**src/rtl/uart_pkg.sv**
```systemverilog
// Shared definitions for the UART receive path: result-word layout and divisor floor.
package uart_pkg;

   localparam int RX_WORD_W    = 10;
   localparam int RXW_DATA_MSB = 7;
   localparam int RXW_PERR     = 8;
   localparam int RXW_FERR     = 9;
   localparam int RX_DIV_MIN   = 4;

   // Packed view of one FSM result word; field order matches the RXW_* indices.
   typedef struct packed {
      logic                  ferr;
      logic                  perr;
      logic [RXW_DATA_MSB:0] data;
   } rx_word_t;

endpackage

```
**src/rtl/uart_rx_fifo.sv**
```systemverilog
// Synchronous first-word-fall-through FIFO with wrap-bit pointers and a sticky overrun flag.
module uart_rx_fifo
   import uart_pkg::*;
#(
   parameter int DEPTH = 4,
   parameter int WIDTH = RX_WORD_W
) (
   input  logic             CLK,
   input  logic             RST,
   input  logic             push,
   input  logic [WIDTH-1:0] wr_data,
   input  logic             pop,
   input  logic             clr_ovr,
   output logic [WIDTH-1:0] rd_data,
   output logic             empty,
   output logic             full,
   output logic             ovr
);

   localparam int AW = $clog2(DEPTH);

   logic [AW:0]      wr_ptr_q, wr_ptr_d;
   logic [AW:0]      rd_ptr_q, rd_ptr_d;
   logic [WIDTH-1:0] mem_q [DEPTH];
   logic [WIDTH-1:0] mem_d [DEPTH];
   logic             ovr_q, ovr_d;
   logic             do_pop, do_push;

   assign empty   = (wr_ptr_q == rd_ptr_q);
   assign full    = (wr_ptr_q[AW] != rd_ptr_q[AW]) &&
                    (wr_ptr_q[AW-1:0] == rd_ptr_q[AW-1:0]);
   assign rd_data = mem_q[rd_ptr_q[AW-1:0]];
   assign ovr     = ovr_q;

   // A pop in the same cycle frees the slot, so a push into a full FIFO still lands.
   always_comb begin
      do_pop   = pop && !empty;
      do_push  = push && (!full || do_pop);
      wr_ptr_d = wr_ptr_q;
      rd_ptr_d = rd_ptr_q;
      mem_d    = mem_q;
      ovr_d    = ovr_q;
      if (do_pop) begin
         rd_ptr_d = rd_ptr_q + 1'b1;
      end
      if (do_push) begin
         mem_d[wr_ptr_q[AW-1:0]] = wr_data;
         wr_ptr_d                = wr_ptr_q + 1'b1;
      end
      if (push && full && !do_pop) begin
         ovr_d = 1'b1;
      end else if (clr_ovr) begin
         ovr_d = 1'b0;
      end
   end

   always_ff @(posedge CLK or posedge RST) begin
      if (RST) begin
         wr_ptr_q <= '0;
         rd_ptr_q <= '0;
         ovr_q    <= 1'b0;
         for (int i = 0; i < DEPTH; i++) begin
            mem_q[i] <= '0;
         end
      end else begin
         wr_ptr_q <= wr_ptr_d;
         rd_ptr_q <= rd_ptr_d;
         ovr_q    <= ovr_d;
         mem_q    <= mem_d;
      end
   end

endmodule

```
**src/rtl/uart_rx_ctrl.sv**
```systemverilog
// UART RX controller: pin synchroniser, bit-strobe timer, result FIFO and error counters.
// Define UART_RX_ERR_CNT_EN to build the saturating parity/framing error counters.
module uart_rx_ctrl
   import uart_pkg::*;
#(
   parameter int FIFO_DEPTH = 4,
   parameter int DIV_W      = 16
) (
   input  logic                 CLK,
   input  logic                 RST,
   input  logic                 RXD,
   input  logic [DIV_W-1:0]     DIV,
   output logic                 RXD_RG,
   output logic                 RX_CE,
   input  logic                 RXCT_R,
   input  logic [RX_WORD_W-1:0] RX_DATA_T,
   input  logic                 RX_DATA_EN,
   input  logic                 RD_EN,
   output logic                 RD_VALID,
   output logic [7:0]           RD_DATA,
   output logic                 RD_PERR,
   output logic                 RD_FERR,
   output logic                 FULL,
   output logic                 OVR,
   input  logic                 CLR_OVR,
   output logic [7:0]           PERR_CNT,
   output logic [7:0]           FERR_CNT,
   input  logic                 CLR_CNT
);

   logic [1:0]           sync_q, sync_d;
   logic [DIV_W-1:0]     cnt_q, cnt_d;
   logic [DIV_W-1:0]     div_e;
   logic                 rx_ce;
   logic [RX_WORD_W-1:0] head_raw;
   logic                 fifo_empty;
   rx_word_t             head;

   always_comb begin
      sync_d = {sync_q[0], RXD};
   end

   // Reload with half a bit period while held, so the first strobe lands mid start bit.
   always_comb begin
      div_e = (DIV < DIV_W'(RX_DIV_MIN)) ? DIV_W'(RX_DIV_MIN) : DIV;
      cnt_d = cnt_q;
      rx_ce = 1'b0;
      if (RXCT_R) begin
         cnt_d = (div_e >> 1) - DIV_W'(1);
      end else if (cnt_q != '0) begin
         cnt_d = cnt_q - DIV_W'(1);
      end else begin
         rx_ce = 1'b1;
         cnt_d = div_e - DIV_W'(1);
      end
   end

   always_ff @(posedge CLK or posedge RST) begin
      if (RST) begin
         sync_q <= 2'b11;
         cnt_q  <= '0;
      end else begin
         sync_q <= sync_d;
         cnt_q  <= cnt_d;
      end
   end

   assign RXD_RG = sync_q[1];
   // The zeroed timer would otherwise strobe while reset is held.
   assign RX_CE  = rx_ce & ~RST;

   uart_rx_fifo #(
      .DEPTH (FIFO_DEPTH),
      .WIDTH (RX_WORD_W)
   ) u_fifo (
      .CLK     (CLK),
      .RST     (RST),
      .push    (RX_DATA_EN),
      .wr_data (RX_DATA_T),
      .pop     (RD_EN),
      .clr_ovr (CLR_OVR),
      .rd_data (head_raw),
      .empty   (fifo_empty),
      .full    (FULL),
      .ovr     (OVR)
   );

   assign head     = rx_word_t'(head_raw);
   assign RD_VALID = !fifo_empty;
   assign RD_DATA  = head.data;
   assign RD_PERR  = head.perr;
   assign RD_FERR  = head.ferr;

`ifdef UART_RX_ERR_CNT_EN
   logic [7:0] perr_cnt_q, perr_cnt_d;
   logic [7:0] ferr_cnt_q, ferr_cnt_d;

   // Counted at the FSM output, so words later dropped by overrun are still included.
   always_comb begin
      perr_cnt_d = perr_cnt_q;
      ferr_cnt_d = ferr_cnt_q;
      if (CLR_CNT) begin
         perr_cnt_d = 8'd0;
         ferr_cnt_d = 8'd0;
      end else if (RX_DATA_EN) begin
         if (RX_DATA_T[RXW_PERR] && (perr_cnt_q != 8'hFF)) begin
            perr_cnt_d = perr_cnt_q + 8'd1;
         end
         if (RX_DATA_T[RXW_FERR] && (ferr_cnt_q != 8'hFF)) begin
            ferr_cnt_d = ferr_cnt_q + 8'd1;
         end
      end
   end

   always_ff @(posedge CLK or posedge RST) begin
      if (RST) begin
         perr_cnt_q <= 8'd0;
         ferr_cnt_q <= 8'd0;
      end else begin
         perr_cnt_q <= perr_cnt_d;
         ferr_cnt_q <= ferr_cnt_d;
      end
   end

   assign PERR_CNT = perr_cnt_q;
   assign FERR_CNT = ferr_cnt_q;
`else
   logic unused_clr_cnt;

   assign unused_clr_cnt = CLR_CNT;
   assign PERR_CNT       = 8'd0;
   assign FERR_CNT       = 8'd0;
`endif

endmodule

```
**config.mk**
```make
export PLATFORM = sky130hd
export DESIGN_NAME = uart_rx_ctrl
export DESIGN_NICKNAME = d
export VERILOG_FILES = /design/src/rtl/uart_pkg.sv /design/src/rtl/uart_rx_fifo.sv /design/src/rtl/uart_rx_ctrl.sv
export SDC_FILE = /design/constraint.sdc
export NUM_CORES = 1
export LEC_CHECK = 0
export CAP_MARGIN = 10
export CORE_MARGIN = 2
export CORE_UTILIZATION = 44
export DETAILED_ROUTE_END_ITERATION = 8
export PLACE_DENSITY = 0.69
export RECOVER_POWER = 100
export SLEW_MARGIN = 0
export SYNTH_ARGS = -nofsm -noshare
export SYNTH_HDL_FRONTEND = slang
export SYNTH_SLANG_ARGS = --single-unit
```
**constraint.sdc**
```tcl
create_clock -name CLK -period 3.3 [get_ports CLK]
set_clock_uncertainty 0.1 [all_clocks]
set_input_delay 0.33 -clock CLK [delete_from_list [all_inputs] [get_ports CLK]]
set_output_delay 0.33 -clock CLK [all_outputs]
set_load 0.02 [all_outputs]
```
* After elaboration in Yosys (flattened, before gate mapping) *
Index checks and enable logic that the tools add are counted.

word-level totals
  bits in registers = 65
  input port bits = 34
  output and inout bits = 31
  logic and storage cells = 50

operators by class
  $add $sub $neg = 5
  $lt $le $gt $ge = 4
  equality and inequality tests = 3
  mux-type cells = 13
  bitwise logic cells = 4
  reduce and logical (&&, ||, !) cells = 12

operators by type and width
  kind                   number
  $mux 16                3
  $bwmux 40              1
  $sub 16x1->16 const B  2
  $mux 10                3
  $bmux 10 s2            1
  $demux 10 s2           1
  $lt 16x3->1 const B    1
  $reduce_bool 16->1     1
  $sub 15x1->16 const B  1
  $add 3x1->3 const B    2
  $ge 3x3->1 const B     2
  $logic_and 1x1->1      6
  $not 2->3              2
  $mux 1                 4
  $eq 3x3->1             1
  $logic_not 1->1        3
  $lt 3x1->1 const B     1
  $eq 2x2->1             1
  $reduce_bool 2->1      1
  $and 1x1->1            1
  $logic_or 1x1->1       1
  $ne 1x1->1             1
  $not 1->1              1

* Longest topological paths before layout *
  depth in word-level cells = 6
  gate-level depth with buffers = 10
  depth with buffers taken out = 9

* Modules after synthesis *
Synthesis repeated with hierarchy kept, for this count alone.

second synthesis, totals
  cells, all modules = 310
  area total of the unflattened synthesis = 3666.0 µm²

by module, submodules not included
  module        times used  cells an instance  area an instance (µm²)  seq. area each (µm²)
  uart_rx_fifo  1           139                2257.2                  1176.1
  uart_rx_ctrl  1           171                1408.9                  452.9

* Least setup slack after synthesis *
No wires, ideal clock.

  path type = input to register
  from = input RXCT_R
  to = register cnt_q[12]
  library setup time = 65 ps
  arrival time = 2713 ps
  required time = 3135 ps
  path slack = 422 ps
  stages = 9
  buffers on the path = 3
  path through = clkbuf_1 -> clkbuf_1 -> clkbuf_1 -> a22o_1 -> ha_1 -> a21bo_2 -> or4_4 -> mux2_4 -> nand2_1

between the ends
  longest elaborated chain between the ends = 1

ends and longest elaborated chain
  element               line                RTL
  start, declared       uart_rx_ctrl.sv:15  input logic RXCT_R,
  $mux 16               uart_rx_ctrl.sv:48  if (RXCT_R) begin
  via cnt_d[12]         uart_rx_ctrl.sv:32  logic [DIV_W-1:0] cnt_q, cnt_d;
  end signal, assigned  uart_rx_ctrl.sv:64  cnt_q <= cnt_d;
  end, declared         uart_rx_ctrl.sv:32

The timed path passes the listed nets, and every way through them passes these cells.
A chain may end at the register's enable or synchronous reset.

* Final worst setup path *
Same ends and word-level chain as after synthesis.

==> key figures <==
Run status
  – Status: finished clean

Finish
  – Reg area: between 1500 and 2000 um^2
  – Most frequent cells in the layout: dfrtp_1 (63), mux2_2 (44), clkdlybuf4s50_1 (31), nor2_1 (23), nand2_1 (17)
  – Multi-input gate area: ~1700 um^2
  – Fill cells: about 670
  – Fin cells: roughly 470
  – Layout Nets: 401
  – Proportion of layout cells with a drive suffix above 1: between 20% and 30%
  – Area growth, synth to finish: 23.7%
  – Ant diodes: 0
  – Most common cell after layout, fill and taps aside: dfrtp_1

GRT
  – Congestion Overflow GR: 0
  – Global-route wire length before repair: approximately 12 mm
  – Number of global-route vias before repair: about 2500
  – Initial antenna violation count: 0
  – Largest net degree at the start of global routing: 33
  – GR Util All Layers: ~18%

Worst setup path
  – Worst endpoint data arrival time: between 3 and 4 ns
  – Crit path max fanout: 32
  – CP startpoint kind: input pin
  – CP required: 3.47 ns
  – WS Path Type: in -> reg
  – Cell Chain, Critical Path: dlygate4sd3_1 -> clkbuf_2 -> o21ai_0 -> o41a_1 -> or3_4 -> or4_4 -> mux2_4 -> nand2_1
  – Highest cell delay on the worst timing path: slightly above 0.7 ns
  – Crit-path slowest cell: dlygate4sd3_1
  – Critical Path End Type: flop

Drt
  – DRC: 0
  – Vias post-DR: between 2000 and 2500
  – DRT Wirelength: 7.09 mm
  – ANT nets after route: 0
  – Post-detailed-route wirelength per cell: 15.1 um
  – Drt pass-1 iters: 4
  – Initial DRC Count: 85
  – DR vias/cell: 5.28

STA
  – Fmax: 0.318 GHz
  – Final Cycle Share: between 90% and 100%
  – Final setup fails: 0
  – Tmin final: roughly 3.1 ns
  – Final Max Tran Viols: 0
  – Final TNS setup: 0 ns
  – Slew @ Worst Pin: around 1.2 ns
  – Max-slew headroom: 22.9%
  – RSZ-0062 raised after global routing: no
  – Worst setup margin: roughly 0.16 ns
  – Hold Vio Cnt, Final: 0

Die
  – Core Region: roughly 7700 um^2
  – Die Area: around 8600 um^2
  – Die Span X: ~93 um
  – # rows: 32
  – Starting density of the core: between 40% and 50%
  – Die height: 92.8 um
  – IO Count: 65

CTS
  – Sink Count: 65
  – Clk slew on worst S/H paths: approximately 0.08 ns
  – TritonCTS clock tree: yes
  – Htree depth: 3
  – Longest Clk Path Bufs: 2
  – Cts bufs inserted: 9
  – Buffer count from post-CTS setup fixing: 0
  – Clock root buffer: clkbuf_8
  – Clk_lat worst skew: roughly 0.33 ns

Synth
  – #FFs+latches synth: 65
  – Syn avg cell area: 11.6 um^2
  – XOR/XNOR Fraction of Synth Area: under 10%
  – Post-synth EDFFs: 0
  – Largest family of logic cells by synthesized area: multiplexers
  – Seq/Total Area, Yosys: 47.0%
  – Synth Instances: 300
  – Synth cell types: between 40 and 50
  – Simple-Gate Fraction of Synth Area: around a tenth
  – Synth Warn #: 0
  – Synth Area in Adders: about 2.2%
  – Post-synthesis mux area share: a little over a fifth
  – Most used DFF post-synth: dfrtp_1
  – Post-synthesis compound-gate area fraction: under 10%
  – Asr flop ratio synth: between 90% and 100%
  – Mapped cell area: approximately 3500 um^2

Power and ir drop
  – Max VDD drop: between 0.2 and 0.3 mV
  – Pwr/cell area: 847 nW/um^2
  – Total leakage power: about 0.0018 uW
  – Power Total: 3640 uW

Hold path
  – Hold Path Class: reg -> reg

Placement
  – Post-DP HPWL: between 5 and 6 mm
  – Dpl cells: 452
  – RD Place Congestion: around 0.87
  – Setup WS pre-CTS: 0.0968 ns
  – PortBufs: 47

Run
  – Max cap viols: 0
[cell type report]
type	instances	share of cell area, %
Clock buffer	9	2.89
Timing Repair Buffer	61	12.9
Tap cell	102	2.97
Multi-Input combinational cell	215	39.6
Inverter	9	0.787
Clock inverter	7	2.92
Sequential cell	65	38.0
[state kept, by name, summed over array words and instances, names as in the netlist]
signal and flops:
u_fifo.mem_q 40, cnt_q 16, u_fifo.rd_ptr_q 3, u_fifo.wr_ptr_q 3, sync_q 2, u_fifo.ovr 1
[per-stage QoR]
step           utilization (%)  hold slack, ns  area [um^2]
6_report                  55.8           0.256         4290
5_1_grt                   55.8           0.260         4290
4_1_cts                   56.3           0.258         4330
3_5_place_dp              53.0           0.248         4080
3_3_place_gp              53.0           0.246         4080
2_1_floorplan                -           0.234         3530
[per-layer routing]
| layer | vias up | track usage [%] | part of all wire, % |
|---|---|---|---|
| met5 | - | 0 | 0 |
| met4 | 0 | 4.29 | 0.34 |
| met3 | 2 | 4.64 | 4.8 |
| met2 | 71 | 29.9 | 50 |
| met1 | 1225 | 23.0 | 45 |
| li1 | 1172 | - | - |
[critical path: cells and delay by family]
family                 cells  cell delay (ns)
buffers and inverters      2             1.27
AND/OR/NAND/NOR            3             1.05
AO/OA/AOI/OAI              2             0.35
multiplexers               1             0.30
[repair_timing]
| action | CTS | global route |
|---|---|---|
| endpoints found under the setup margin | 0 | 1 |
| hold buffers | 0 | 0 |
| gates resized for setup | 0 | 1 |
[logic make-up after synthesis]
kind of cell,count (synthesis)
and+or+nand+nor,72
DFF,65
muxes,57
AOI/OAI and AO/OA,47
buffers and inverters,35
xor gates and xnor gates,17
adders and majority gates,6
other,1
[cells in the mapped netlist (2+ instances only)]
cell | instances | area share (%)
a211o_1 | 2 | 0.50
a211oi_1 | 2 | 0.43
o211ai_1 | 5 | 1.1
o21ai_0 | 14 | 2.0
mux2i_1 | 2 | 0.58
nand2_1 | 17 | 1.8
dfrtp_1 | 63 | 45
nor2_1 | 23 | 2.5
clkbuf_1 | 8 | 0.87
xor2_1 | 4 | 1.0
ha_1 | 6 | 2.2
mux2_2 | 44 | 14
dfstp_2 | 2 | 1.5
nand2b_1 | 2 | 0.36
mux4_2 | 10 | 6.5
nand4_1 | 3 | 0.54
inv_1 | 9 | 0.97
buf_4 | 16 | 3.5
xnor2_1 | 13 | 3.3
a21oi_1 | 14 | 2.0
nor4_1 | 7 | 1.3
nor2b_1 | 2 | 0.36
or2_2 | 3 | 0.54
nor3_1 | 6 | 0.87
nand3_1 | 2 | 0.29
[final timing paths]
kind	from	to	slack, ns	cells after the start
max	RXCT_R	cnt_q[12]	0.16	8
min	sync_q[0]	sync_q[1]	0.26	0
max reg2reg	cnt_q[15]	cnt_q[4]	0.29	10
min reg2reg	sync_q[0]	sync_q[1]	0.26	0
max in group asynchronous	RST	cnt_q[7]	0.97	3
min in group asynchronous	RST	cnt_q[15]	0.66	2
[power by group]
group	internal (uW)	total [uW]	switching (uW)
combinational	823	1520	693
clock	509	823	314
sequential	1120	1300	174
total	2450	3640	1180
No activity file was read; power rests on OpenSTA's default activity.
